<file path="config.mk">
export PLATFORM = sky130hd
export DESIGN_NAME = dev_bridge
export DESIGN_NICKNAME = d
export VERILOG_FILES = /design/src/rtl/dev_bridge_pkg.sv /design/src/rtl/dev_bridge_irq_capture.sv /design/src/rtl/dev_bridge.sv
export SDC_FILE = /design/constraint.sdc
export NUM_CORES = 1
export LEC_CHECK = 0
export ABC_AREA = 1
export ABC_CLOCK_PERIOD_IN_PS = 3600
export CORE_AREA = 4 4 106 108
export DETAILED_ROUTE_END_ITERATION = 10
export DIE_AREA = 0 0 110 112
export PLACE_DENSITY = 0.78
export SKIP_CTS_REPAIR_TIMING = 1
export SLEW_MARGIN = 10
export SYNTH_ARGS = -nofsm -noshare
export SYNTH_HDL_FRONTEND = slang
export SYNTH_SLANG_ARGS = --single-unit
</file>
<file path="constraint.sdc">
create_clock -name clk -period 3.6 [get_ports clk]
set_input_delay 0.72 -clock clk [delete_from_list [all_inputs] [get_ports clk]]
set_output_delay 0.72 -clock clk [all_outputs]
set_load 0.005 [all_outputs]
</file>
<file path="src/rtl/dev_bridge_pkg.sv">
// dev_bridge_pkg
//   Shared constants for the CPU-to-device bridge: address map region bounds,
//   device slot geometry, bridge register offsets, interrupt vector width, the
//   decode region type and two small address helpers.
//   No ports (package).
package dev_bridge_pkg;

    // Address map regions (inclusive bounds)
    localparam logic [31:0] DM_LO       = 32'h0000_0000;
    localparam logic [31:0] DM_HI       = 32'h0000_2fff;
    localparam logic [31:0] IM_LO       = 32'h0000_3000;
    localparam logic [31:0] IM_HI       = 32'h0000_6fff;
    localparam logic [31:0] BREG_LO     = 32'h0000_7f80;
    localparam logic [31:0] BREG_HI     = 32'h0000_7f8f;

    // Device slot geometry: slots are 16 bytes apart, 3 words decoded each
    localparam logic [31:0] SLOT_STRIDE = 32'd16;
    localparam logic [31:0] SLOT_SPAN   = 32'd12;

    // Bridge register byte offsets within BREG_LO..BREG_HI
    localparam logic [3:0]  OFF_PEND    = 4'h0;
    localparam logic [3:0]  OFF_CLR     = 4'h4;
    localparam logic [3:0]  OFF_MASK    = 4'h8;
    localparam logic [3:0]  OFF_ERR     = 4'hc;

    // CPU interrupt vector width
    localparam int          HW_INT_W    = 6;

    typedef enum logic [2:0] {
        RGN_NONE,
        RGN_DM,
        RGN_IM,
        RGN_DEV,
        RGN_BREG
    } region_e;

    function automatic logic in_range(input logic [31:0] addr,
                                      input logic [31:0] lo,
                                      input logic [31:0] hi);
        return (addr >= lo) && (addr <= hi);
    endfunction

    function automatic logic [31:0] slot_base(input logic [31:0] base,
                                              input int unsigned n);
        return base + SLOT_STRIDE * 32'(n);
    endfunction

endpackage

</file>
<file path="src/rtl/dev_bridge_irq_capture.sv">
// irq_capture
//   Pending-bit logic for one device interrupt line.
//   EDGE = 1: a 0->1 transition of irq_in sets pend one cycle later; pend then
//             holds until clr, and a same-cycle set beats clr.
//   EDGE = 0: pend is irq_in delayed by one cycle; clr is ignored.
// Ports:
//   clk     in  clock
//   reset   in  synchronous, active-high
//   irq_in  in  device interrupt line
//   clr     in  write-1-to-clear pulse for this slot
//   pend    out registered pending bit
module irq_capture #(
    parameter bit EDGE = 1'b0
) (
    input  logic clk,
    input  logic reset,
    input  logic irq_in,
    input  logic clr,
    output logic pend
);

    logic prev_q, prev_d;
    logic pend_q, pend_d;

    always_comb begin
        prev_d = irq_in;
        if (EDGE) begin
            pend_d = (irq_in & ~prev_q) | (pend_q & ~clr);
        end else begin
            pend_d = irq_in;
        end
    end

    always_ff @(posedge clk) begin
        if (reset) begin
            prev_q <= 1'b0;
            pend_q <= 1'b0;
        end else begin
            prev_q <= prev_d;
            pend_q <= pend_d;
        end
    end

    assign pend = pend_q;

endmodule

</file>
<file path="src/rtl/dev_bridge.sv">
// dev_bridge
//   Address decoder / bridge between a simple CPU port and data memory (DM),
//   instruction memory (IM), NUM_DEV timer-class device slots and a small
//   block of bridge registers (PEND, CLR, MASK, ERR_ADDR). Also builds the
//   registered CPU interrupt vector hw_int.
//
//   Bus: single-cycle, never stalls. A cycle with pr_rd_en high is a read, a
//   cycle with nonzero pr_byteen is a write; read data for the address
//   presented in cycle t is on pr_rdata in cycle t+1 (0 if unmapped or no read).
//
//   Optional feature macro: DEV_BRIDGE_ERR_EN -- unmapped accesses pulse
//   bus_err for one cycle and latch the address into ERR_ADDR. Undefined:
//   bus_err is 0 and ERR_ADDR reads 0.
//
// Ports:
//   clk, reset              single clock, synchronous active-high reset
//   pr_addr/pr_byteen/pr_rd_en/pr_wdata   CPU request
//   pr_rdata                registered CPU read data
//   im_rdata, dm_rdata      memory read data
//   dm_byteen               byte enables forwarded to DM (DM region only)
//   dev_rdata               NUM_DEV x 32 device read data, slot n at [32n+:32]
//   dev_we                  one-hot per-slot write strobe
//   dev_wdata               write data to devices
//   irq_in                  device interrupt lines
//   ext_int                 external level interrupt
//   hw_int                  {zeros, ext_q, PEND & MASK}
//   bus_err                 unmapped-access pulse
module dev_bridge
    import dev_bridge_pkg::*;
#(
    parameter int                 NUM_DEV  = 2,
    parameter logic [31:0]        DEV_BASE = 32'h0000_7f00,
    parameter logic [NUM_DEV-1:0] IRQ_EDGE = '0
) (
    input  logic                    clk,
    input  logic                    reset,
    input  logic [31:0]             pr_addr,
    input  logic [3:0]              pr_byteen,
    input  logic                    pr_rd_en,
    input  logic [31:0]             pr_wdata,
    output logic [31:0]             pr_rdata,
    input  logic [31:0]             im_rdata,
    input  logic [31:0]             dm_rdata,
    output logic [3:0]              dm_byteen,
    input  logic [NUM_DEV*32-1:0]   dev_rdata,
    output logic [NUM_DEV-1:0]      dev_we,
    output logic [31:0]             dev_wdata,
    input  logic [NUM_DEV-1:0]      irq_in,
    input  logic                    ext_int,
    output logic [HW_INT_W-1:0]     hw_int,
    output logic                    bus_err
);

    // ------------------------------------------------------------------
    // Decode
    // ------------------------------------------------------------------
    region_e             region;
    logic [NUM_DEV-1:0]  slot_hit;
    logic                is_wr;
    logic [3:0]          breg_off;

    always_comb begin
        slot_hit = '0;
        for (int unsigned n = 0; n < NUM_DEV; n++) begin
            if (in_range(pr_addr, slot_base(DEV_BASE, n),
                         slot_base(DEV_BASE, n) + SLOT_SPAN - 32'd1)) begin
                slot_hit[n] = 1'b1;
            end
        end

        if (in_range(pr_addr, DM_LO, DM_HI)) begin
            region = RGN_DM;
        end else if (in_range(pr_addr, IM_LO, IM_HI)) begin
            region = RGN_IM;
        end else if (in_range(pr_addr, BREG_LO, BREG_HI)) begin
            region = RGN_BREG;
        end else if (|slot_hit) begin
            region = RGN_DEV;
        end else begin
            region = RGN_NONE;
        end

        is_wr    = |pr_byteen;
        breg_off = pr_addr[3:0] & 4'hc;
    end

    assign dm_byteen = (region == RGN_DM) ? pr_byteen : 4'h0;
    assign dev_we    = (region == RGN_DEV && is_wr) ? slot_hit : '0;
    assign dev_wdata = pr_wdata;

    // ------------------------------------------------------------------
    // Bridge registers and interrupt capture
    // ------------------------------------------------------------------
    logic [NUM_DEV-1:0]  mask_q, mask_d;
    logic [NUM_DEV-1:0]  clr_vec;
    logic [NUM_DEV-1:0]  pend_vec;
    logic                ext_q, ext_d;
    logic [HW_INT_W-1:0] hw_int_q, hw_int_d;
    logic [31:0]         err_word;

    always_comb begin
        mask_d  = mask_q;
        clr_vec = '0;
        if (region == RGN_BREG && is_wr) begin
            // Any nonzero byte enable writes the whole word.
            if (breg_off == OFF_MASK) begin
                mask_d = pr_wdata[NUM_DEV-1:0];
            end
            if (breg_off == OFF_CLR) begin
                clr_vec = pr_wdata[NUM_DEV-1:0];
            end
        end
    end

    for (genvar g = 0; g < NUM_DEV; g++) begin : g_irq
        irq_capture #(
            .EDGE (IRQ_EDGE[g])
        ) u_cap (
            .clk    (clk),
            .reset  (reset),
            .irq_in (irq_in[g]),
            .clr    (clr_vec[g]),
            .pend   (pend_vec[g])
        );
    end

    // hw_int is built only from flops so irq_in has no combinational path out.
    always_comb begin
        ext_d                 = ext_int;
        hw_int_d              = '0;
        hw_int_d[NUM_DEV-1:0] = pend_vec & mask_q;
        hw_int_d[NUM_DEV]     = ext_q;
    end

    // ------------------------------------------------------------------
    // Read path
    // ------------------------------------------------------------------
    logic [31:0] rdata_q, rdata_d;
    logic [31:0] dev_word;
    logic [31:0] pend_word;
    logic [31:0] mask_word;
    logic [31:0] breg_word;

    always_comb begin
        dev_word = '0;
        for (int n = 0; n < NUM_DEV; n++) begin
            if (slot_hit[n]) begin
                dev_word = dev_rdata[32*n +: 32];
            end
        end

        // PEND reads the flop value, i.e. before any same-cycle update.
        pend_word              = '0;
        pend_word[NUM_DEV-1:0] = pend_vec;
        mask_word              = '0;
        mask_word[NUM_DEV-1:0] = mask_q;

        case (breg_off)
            OFF_PEND: breg_word = pend_word;
            OFF_MASK: breg_word = mask_word;
            OFF_ERR:  breg_word = err_word;
            default:  breg_word = '0;
        endcase

        rdata_d = '0;
        if (pr_rd_en) begin
            case (region)
                RGN_DM:   rdata_d = dm_rdata;
                RGN_IM:   rdata_d = im_rdata;
                RGN_DEV:  rdata_d = dev_word;
                RGN_BREG: rdata_d = breg_word;
                default:  rdata_d = '0;
            endcase
        end
    end

    always_ff @(posedge clk) begin
        if (reset) begin
            rdata_q  <= '0;
            mask_q   <= '1;
            ext_q    <= 1'b0;
            hw_int_q <= '0;
        end else begin
            rdata_q  <= rdata_d;
            mask_q   <= mask_d;
            ext_q    <= ext_d;
            hw_int_q <= hw_int_d;
        end
    end

    assign pr_rdata = rdata_q;
    assign hw_int   = hw_int_q;

    // ------------------------------------------------------------------
    // Unmapped-access reporting
    // ------------------------------------------------------------------
`ifdef DEV_BRIDGE_ERR_EN
    logic        err_hit;
    logic        bus_err_q, bus_err_d;
    logic [31:0] err_addr_q, err_addr_d;

    always_comb begin
        err_hit    = (region == RGN_NONE) && (pr_rd_en || is_wr);
        bus_err_d  = err_hit;
        // Most recent error overwrites the captured address.
        err_addr_d = err_hit ? pr_addr : err_addr_q;
    end

    always_ff @(posedge clk) begin
        if (reset) begin
            bus_err_q  <= 1'b0;
            err_addr_q <= '0;
        end else begin
            bus_err_q  <= bus_err_d;
            err_addr_q <= err_addr_d;
        end
    end

    assign bus_err  = bus_err_q;
    assign err_word = err_addr_q;
`else
    assign bus_err  = 1'b0;
    assign err_word = '0;
`endif

endmodule

</file>
---- After elaboration in Yosys (flattened, before gate mapping) ----
Cells that the tools add are included.
word-level totals
  flip-flop bits (word level) ............. 43
  output and inout port bits .............. 77
  input bits .............................. 202
  logic and storage cells ................. 48
operators by class
  bitwise gates (word level) .............. 2
  $lt $le $gt $ge ......................... 10
  reductions and logical operators ........ 12
  eq/ne operators ......................... 5
  muxes and demuxes ....................... 12
operators by type and width
  operator                count
  $le A32 B15 Y1 const B  4
  $pmux W32 S4            1
  $ge A32 B15 Y1 const B  3
  $mux W32                2
  $ge A32 B1 Y1 const B   1
  $ge A32 B14 Y1 const B  1
  $le A32 B14 Y1 const B  1
  $mux W3                 3
  $logic_and A1 B1 Y1     7
  $eq A3 B2 Y1 const B    2
  $logic_not A4 Y1        1
  $mux W2                 2
  $mux W4                 1
  $pmux W2 S2             1
  $reduce_or A2 Y1        2
  $reduce_or A4 Y1        1
  $eq A3 B1 Y1 const B    1
  $eq A3 B3 Y1 const B    1
  $and A2 B2 Y2           1
  $eq A2 B2 Y1 const B    1
  $mux W1                 2
  $reduce_and A2 Y1       1
  $not A1 Y1              1

---- Logic depth before layout (Yosys ltp) ----
Gate-level depths: netlist (run 1).
  depth after elaboration ................. 11
  mapped depth ............................ 13

---- Modules after synthesis ----
A second synthesis (run 1) with hierarchy kept.
unflattened totals
  cells, all modules ...................... 473
  area, all modules ....................... 2964.1 um^2
by module, submodules not included
  module       times used  area each (um^2)  sequential area each (um^2)  cells each
  dev_bridge   1           2904.0            760.7                        467
  irq_capture  2           30.0              20.0                         3

---- Least setup slack after synthesis (run 1) ----
Ideal clock, no wire load.
  path type ............................... input -> output
  start ................................... input port pr_addr[17]
  end ..................................... output port dev_we[0]
  stages on the path ...................... 10
  arrival ................................. 1690 ps
  setup slack ............................. 1190 ps
  required time ........................... 2880 ps
  buffers on the path ..................... 1
  path through ............................ nor2_1 nand2_1 nor2_2 nand2_2 clkinv_2 buf_6 nand2_1 nand2_1 nand2_1 nor2_1
between the ends
  word-level cells in the longest chain between the ends .. 11
ends and longest elaborated chain
  what                                              line                  text
  start: declaration                                dev_bridge.sv:37      input logic [31:0] pr_addr,
  $ge A32 B15 Y1 or $le A32 B15 Y1 (tied branches)  dev_bridge_pkg.sv:40  return (addr >= lo) && (addr <= hi);
  $logic_and A1 B1 Y1                               dev_bridge_pkg.sv:40
  $mux W1                                           dev_bridge.sv:65      if (in_range(pr_addr, slot_base(DEV_BASE, n),
  $reduce_or A2 Y1                                  dev_bridge.sv:77      end else if (|slot_hit) begin
  $mux W2                                           dev_bridge.sv:77
  $mux W3                                           dev_bridge.sv:75      end else if (in_range(pr_addr, BREG_LO, BREG_HI)) begin
  $mux W3                                           dev_bridge.sv:73      end else if (in_range(pr_addr, IM_LO, IM_HI)) begin
  $mux W3                                           dev_bridge.sv:71      if (in_range(pr_addr, DM_LO, DM_HI)) begin
  $eq A3 B2 Y1                                      dev_bridge.sv:88      assign dev_we = (region == RGN_DEV && is_wr) ? slot_hit : '0;
  $logic_and A1 B1 Y1                               dev_bridge.sv:88
  $mux W2 *                                         dev_bridge.sv:88
  end: declaration                                  dev_bridge.sv:46      output logic [NUM_DEV-1:0] dev_we,
Mark *: on every way between the ends. The rest lies on a longest branch, timed or not.

---- Worst setup path in the final report (run 1) ----
  start ................................... input port pr_addr[15]
  end ..................................... output port dev_we[1]
Same word-level chain as after synthesis.

==> run summary, run 1 <==
### Drt
• **1st-pass router iterations** 4
• **number of design rule violations left after detail routing** 0
• **drt first-iter violations** 295
• **amount of wire on met2 after detailed routing** 5990 um
• **Final ANT Viol Nets** 0
• **wire length after detailed routing** 11900 um
• **sum of met3 wire segment lengths after detailed routing** 1230 um
• **routed wire length per instance** 14.4 um
• **sum of routed wire segments on met1** 4430 um
• **highest signal layer in the routed design** met4
• **via count** 3834
• **Vias/cell** 4.64

### Setup path
• **highest-delay cell along the critical path** sky130_fd_sc_hd__clkdlybuf4s50_1
• **critical path required time** 2.88 ns
• **cells traversed along the worst timing path** clkdlybuf4s50_1, inv_2, nand2_1, nor2_2, nand3_2, nor2_2, nand3_2, nand2_1, nand2_1, nor2_1, clkdlybuf4s50_1
• **critical path endpoint category** output port
• **type of the worst setup path** in2out
• **sort of element at the start of the critical path** input port
• **crit-path most repeated cell** sky130_fd_sc_hd__nand2_1
• **number of buffer and inverter instances along the worst setup path** 3
• **cell family contributing the most delay on the critical path** buffers and inverters
• **worst stage delay on the critical path** 0.54 ns
• **worst-path fanout max** 4
• **data arrival at the endpoint of the critical path** 2.64 ns

### Layout
• **number of nets in the layout** 891
• **area added between synthesis and finish** 68.5%
• **Final Cell Area** 5100 um2
• **antenna cell count** 0
• **proportion of layout cells with a drive suffix above 1** 5.65%

### Floorplanning
• **CORE AREA** 10200 um2
• **Die X-Extent** 110 um
• **floorplan die area** 12300 um2
• **Core Rows** 37
• **initial core utilization** 29.6%
• **die height** 112 um
• **I/O pin total** 279

### GRT
• **total congestion overflow after global routing** 0
• **Total GRT Usage** 18.1%
• **largest net degree at the start of global routing** 64
• **vias in the first global route** 3735
• **number of antenna violations at the first check in global routing** 0
• **first-pass GRT wire length** 17900 um

### Yosys
• **top cell type by total area after synthesis** sky130_fd_sc_hd__dfxtp_1
• **dominant combinational cell family by area after synthesis** simple AND/OR/NAND/NOR gates
• **compound-gate portion of the synthesized area** 6.69%
• **synthesized-area fraction occupied by and/or/nand/nor cells** 44.9%
• **gate count of the mapped netlist** 517
• **post-synthesis area per instance** 5.86 um2
• **proportion of synthesized chip area in sequential cells** 26.4%
• **#FFs+latches synth** 40
• **cells taking the most area after synthesis** sky130_fd_sc_hd__dfxtp_1 (26%), sky130_fd_sc_hd__nand2_1 (19%), sky130_fd_sc_hd__nand3_1 (12%)
• **synth unique cells** 22
• **fraction of post-synthesis cell area in the top cell type by area** 26.4%
• **Syn Std Cell Area** 3030 um2
• **proportion of synthesized area in mux cells** 0%
• **post-synthesis share of cell area spent on full adders, half adders and majority gates** 0%
• **share of the synthesized netlist area taken by xor and xnor gates** 0%
• **synth warn** 0

### Worst hold path
• **kind of path behind the tightest hold check** reg2reg

### Timing
• **setup total negative slack** 0 ns
• **Max-Slew Margin vs Limit** 53.7%
• **min cycle time layout** 3.36 ns
• **RSZ-0062 raised after global routing** no
• **number of setup violations in the final report** 0
• **post-route fraction of the period consumed by the critical path** 93.4%
• **transition at the pin with the smallest max-transition slack** 0.694 ns
• **final setup skew** 0.00137 ns
• **maximum frequency from static timing analysis** 0.297 GHz
• **hold violation count in the final report** 0
• **Final Slew Violations** 0

### Clocking
• **Clock Tree Root** sky130_fd_sc_hd__clkbuf_8
• **TritonCTS clock tree** built
• **Clock Sinks** 40
• **total number of H-tree levels** 2
• **clock transition at the register clock pins on the worst setup and hold paths after CTS** 0.08 ns
• **clock latency on the worst-skew pair** 0.29 ns
• **Max Buffers Root-to-Sink** 2
• **CTS buffer count** 5

### Power
• **power density normalized to cell area** 195 nW/um2
• **leakage power of the design** 2.30 nW
• **largest vdd supply drop** 0.136 mV

### Placement
• **placed wire-length estimate after detailed placement** 9510 um
• **count of buffers from port buffering** 214
• **post-place instance area** 5010 um2
• **RD Place Congestion** 0.960

### Status
• **outcome** finished clean

### Run
• **max capacitance violation total** 0

registers in the layout, summed over array words and instances, names as in the netlist:
signal	cells
ext_q	1
g_irq.u_cap.pend	2
hw_int	3
mask_q	2
pr_rdata	32
cell type report:
class | instances | area, um2
inverter | 62 | 234
timing repair buffer | 223 | 2220
clock buffer | 6 | 82.6
tap | 136 | 170
multi-input combinational | 357 | 1580
sequential | 40 | 801
fill | 1057 | 5130
clock inverter | 2 | 10.0
power breakdown:
group / switching [W] / internal, W / total (W)
Clock: 0.000154 / 0.000153 / 0.000307
Sequential: 0.00000112 / 0.000445 / 0.000446
Combinational: 0.0000643 / 0.000177 / 0.000241
stage by stage:
| step | hold slack [ns] | util [%] | cells | setup slack [ns] | power [W] |
|---|---|---|---|---|---|
| finish | 0.415 | 49.9 | 826 | 0.236 | 0.000994 |
| global route | 0.431 | 49.9 | 826 | 0.0469 | 0.00105 |
| CTS | 0.419 | 49.9 | 826 | 0.216 | 0.00101 |
| detailed placement | 0.407 | 49.0 | 818 | 0.218 | 0.000697 |
| global placement | 0.408 | 49.0 | 818 | 0.240 | 0.000695 |
| floorplan | 0.388 | - | 520 | 1.19 | 0.000524 |
cells in the final DEF (no fill, tap or decap), types with 2 or more instances in the layout:
cell type,n
sky130_fd_sc_hd__a21oi_1,35
sky130_fd_sc_hd__a21oi_2,2
sky130_fd_sc_hd__buf_4,8
sky130_fd_sc_hd__clkbuf_8,6
sky130_fd_sc_hd__clkdlybuf4s50_1,214
sky130_fd_sc_hd__clkinv_2,3
sky130_fd_sc_hd__conb_1,4
sky130_fd_sc_hd__dfxtp_1,40
sky130_fd_sc_hd__inv_1,58
sky130_fd_sc_hd__inv_2,3
sky130_fd_sc_hd__nand2_1,157
sky130_fd_sc_hd__nand2_2,3
sky130_fd_sc_hd__nand3_1,73
sky130_fd_sc_hd__nand3_2,4
sky130_fd_sc_hd__nand4_1,5
sky130_fd_sc_hd__nor2_1,63
sky130_fd_sc_hd__nor2_2,4
sky130_fd_sc_hd__nor2_4,3
synth_stat cells, drive strengths merged:
library cell / count
nand4: 5
inv: 61
o21ai: 2
a21oi: 37
dfxtp: 40
nor2: 70
buf: 61
conb: 1
clkinv: 1
nand3: 77
nor3: 2
nand2: 160
routing by layer:
metal | vias to the layer above | GRT usage [%]
met5 | - | 0
met4 | 0 | 5.24
met3 | 23 | 4.75
met2 | 191 | 33.3
met1 | 1725 | 20.0
li1 | 1895 | -
cells by family (layout without fill, tap and decap cells):
| kind of cell | after synthesis | after routing |
|---|---|---|
| buffers and inverters | 123 | 293 |
| AND/OR/NAND/NOR | 314 | 314 |
| other | 1 | 4 |
| AO/OA/AOI/OAI | 39 | 39 |
| flip-flops | 40 | 40 |
path summary, 6_finish.rpt:
| check | startpoint | end | slack, ns | cells past startpoint |
|---|---|---|---|---|
| max | pr_addr[15] | dev_we[1] | 0.24 | 11 |
| min | ext_q$_SDFF_PP0_ | hw_int[2]$_SDFF_PP0_ | 0.42 | 2 |
| max reg2reg | g_irq[1].u_cap.pend$_SDFF_PP0_ | pr_rdata[1]$_SDFF_PP0_ | 2.75 | 4 |
| min reg2reg | ext_q$_SDFF_PP0_ | hw_int[2]$_SDFF_PP0_ | 0.42 | 2 |
tightest hold or removal path, cell delays in order (launching register included):
cell,delay [ns]
sky130_fd_sc_hd__dfxtp_1,0.30
sky130_fd_sc_hd__inv_1,0.04
sky130_fd_sc_hd__nor2_1,0.03
Note: power is estimated with default switching activity, not from simulation.
==> run 2, diff against run 1 <==
- CORE_AREA: 4 4 106 108 -> 2 2 110 112
- CTS_BUF_LIST: not set -> sky130_fd_sc_hd__clkbuf_4 sky130_fd_sc_hd__clkbuf_8
- DIE_AREA: 0 0 110 112 -> 0 0 112 114
- PLACE_DENSITY: 0.78 -> 0.71
- SKIP_CTS_REPAIR_TIMING: 1 -> not set
==> run 2 against run 1 <==
  * Combinational power about the same
  * Flip-flop and latch count unchanged
  * Non-clock buffer count increased by 1
  * Largest cell class unchanged
  * Highest routed layer unchanged
==> run summary, run 2 (same netlist as run 1, synthesis figures left out) <==
### Status
• **outcome** finished clean

### Clocking
• **Clock Sinks** 40, unchanged
• **clock latency on the worst-skew pair** 0.29 ns, about the same
• **TritonCTS clock tree** built
• **CTS buffer count** 5, unchanged
• **clock transition at the register clock pins on the worst setup and hold paths after CTS** 0.08 ns, about the same
• **Clock Tree Root** sky130_fd_sc_hd__clkbuf_8
• **Post-CTS Resized** 0
• **Max Buffers Root-to-Sink** 2, unchanged
• **setup repair bufs after CTS** 0
• **hold-fix buffers at CTS** 0
• **total number of H-tree levels** 2, unchanged

### Layout
• **total area of sequential cells** 801 um2, unchanged
• **number of nets in the layout** 892, +0.11%
• **proportion of layout cells with a drive suffix above 1** 5.79%, +0.14 points
• **Final Cell Area** 5160 um2, +1.1%
• **area added between synthesis and finish** 70.3%
• **Largest register FFs** 32, unchanged
• **commonest cells after routing, fill and taps aside** sky130_fd_sc_hd__clkdlybuf4s50_1 (214), sky130_fd_sc_hd__nand2_1 (157), sky130_fd_sc_hd__nand3_1 (73)
• **commonest non-fill, non-tap cell in the layout** sky130_fd_sc_hd__clkdlybuf4s50_1
• **antenna cell count** 0, unchanged
• **area of the multi-input gates** 1580 um2, unchanged
• **fill cell count** 1269, +20%

### Setup path
• **worst-path fanout max** 4, unchanged
• **data arrival at the endpoint of the critical path** 2.72 ns, +0.08 ns
• **critical path endpoint category** output port
• **sort of element at the start of the critical path** input port
• **type of the worst setup path** in2out
• **Register-to-Register Setup Slack** 2.72 ns, -0.03 ns
• **length in cells of the worst reg-to-reg path** 4, unchanged
• **critical path required time** 2.88 ns, about the same
• **r2r endpoint** pr_rdata[1]$_SDFF_PP0_
• **startpoint of the worst-slack reg-to-reg timing path** g_irq[1].u_cap.pend$_SDFF_PP0_

### Floorplanning
• **die height** 114 um, +1.8%
• **floorplan die area** 12800 um2, +3.6%
• **CORE AREA** 11700 um2, +14%
• **initial core utilization** 25.9%, -3.7 points
• **Core Rows** 40, +8.1%
• **Die X-Extent** 112 um, +1.8%
• **I/O pin total** 279, unchanged

### Timing
• **final worst hold slack** 0.422 ns, +0.00729 ns
• **hold violation count in the final report** 0, unchanged
• **min cycle time layout** 3.44 ns, +0.0765 ns
• **setup total negative slack** 0 ns, unchanged
• **Final Slew Violations** 0, unchanged
• **final setup skew** 0.000883 ns, -0.000488 ns
• **transition at the pin with the smallest max-transition slack** 0.739 ns, +0.0452 ns
• **post-route fraction of the period consumed by the critical path** 95.6%, +2.1 points
• **smallest setup slack after layout** 0.159 ns, -0.0765 ns
• **Max-Slew Margin vs Limit** 50.6%, -3.2 points
• **maximum frequency from static timing analysis** 0.291 GHz, -2.2%
• **number of setup violations in the final report** 0, unchanged
• **RSZ-0062 raised after global routing** no

### Placement
• **count of buffers from port buffering** 214, unchanged
• **post-place instance area** 5030 um2, +0.42%
• **worst-case setup slack after placement** 0.111 ns, -0.107 ns
• **RD Place Congestion** 0.827, -14%
• **placed wire-length estimate after detailed placement** 8650 um, -9.1%

### GRT
• **vias in the first global route** 3469, -7.1%
• **largest net degree at the start of global routing** 61, -4.7%
• **total congestion overflow after global routing** 0, unchanged
• **first-pass GRT wire length** 17500 um, -2.1%
• **Total GRT Usage** 17.6%, -0.54 points
• **number of antenna violations at the first check in global routing** 0, unchanged

### Worst hold path
• **kind of path behind the tightest hold check** reg2reg
• **Hold Path End** hw_int[2]$_SDFF_PP0_
• **hold path startpoint** ext_q$_SDFF_PP0_
• **number of stages on the worst hold path** 2, unchanged

### Power
• **internal power** 0.000867 W, +12%
• **Sequential Power Share** 40.4%, -4.5 points
• **switching portion of total power** 21.4%, -0.63 points
• **leakage power of the design** 2.32 nW, +0.81%
• **largest vdd supply drop** 0.155 mV, +14%
• **clock group share of total power** 37.8%, +6.9 points
• **power density normalized to cell area** 214 nW/um2, +9.8%
• **reported net switching power** 0.000237 W, +7.9%
• **combinational share of power** 21.7%, -2.5 points

### Drt
• **number of design rule violations left after detail routing** 0, unchanged
• **1st-pass router iterations** 4, unchanged
• **routed wire length per instance** 13.9 um, -4.1%
• **via count** 3658, -4.6%
• **drt first-iter violations** 208, -29%
• **Final ANT Viol Nets** 0, unchanged
• **wire length after detailed routing** 11600 um, -2.7%
• **Vias/cell** 4.37, -6.0%

### Run
• **max capacitance violation total** 0, unchanged

run 2: cell count changes in the layout (fill, tap and decap cells not counted), sizes merged:
cell / delta
clkinv: -2
buf: +1
bufinv: +1
clkbuf: +1
run 2: how the worst max path moves through the flow:
stage	startpoint	slack [ns]	cells past startpoint	end
floorplan	pr_addr[17]	1.19	10	dev_we[0]
global placement	pr_addr[6]	0.13	9	dev_we[1]
detailed placement	pr_addr[15]	0.11	11	dev_we[1]
CTS	pr_addr[15]	0.1	11	dev_we[1]
global route	pr_addr[15]	0.02	11	dev_we[1]
finish	pr_addr[15]	0.16	11	dev_we[1]
run 2: area by class of cell:
cell class | instances | share of cell area [%]
flip-flops and latches | 40 | 15.5
clock buffers | 7 | 1.87
clock inverters | 1 | 0.582
inverters | 62 | 4.54
well taps | 147 | 3.57
repair buffers | 224 | 43.2
multi-input cells | 357 | 30.7
run 2: through the flow:
stage	util, %	power [W]	std cells
global placement	43.0	0.000695	830
finish	44.0	0.00110	838
detailed placement	43.0	0.000696	830
global route	44.0	0.00116	838
CTS	44.0	0.00113	838
floorplan	-	0.000524	520
run 2: critical path, cell delays in order:
cell and delay, ns:
sky130_fd_sc_hd__clkdlybuf4s50_1 0.46, sky130_fd_sc_hd__inv_2 0.11, sky130_fd_sc_hd__nand2_1 0.06, sky130_fd_sc_hd__nor2_2 0.12, sky130_fd_sc_hd__nand3_2 0.13, sky130_fd_sc_hd__nor2_2 0.12, sky130_fd_sc_hd__nand3_2 0.10, sky130_fd_sc_hd__nand2_1 0.09
sky130_fd_sc_hd__nand2_1 0.06, sky130_fd_sc_hd__nor2_1 0.17, sky130_fd_sc_hd__clkdlybuf4s50_1 0.57
run 2: power by group through the flow:
stage	combinational [W]	clock, W	sequential, W
after global routing	0.000258	0.000455	0.000447
after floorplan	0.0000678	0	0.000457
after global placement	0.000238	0	0.000457
after detailed placement	0.000239	0	0.000457
after CTS	0.000241	0.000439	0.000446
final	0.000240	0.000418	0.000446
run 2: layer usage:
layer | routed length, um | share of wire, % | vias up | track usage [%]
met2 | 5790 | 50 | 153 | 32.5
met3 | 1060 | 9.1 | 21 | 5.53
met5 | 0 | 0 | - | 0
met1 | 4560 | 39 | 1580 | 19.1
met4 | 204 | 1.8 | 0 | 5.93
li1 | - | - | 1904 | -
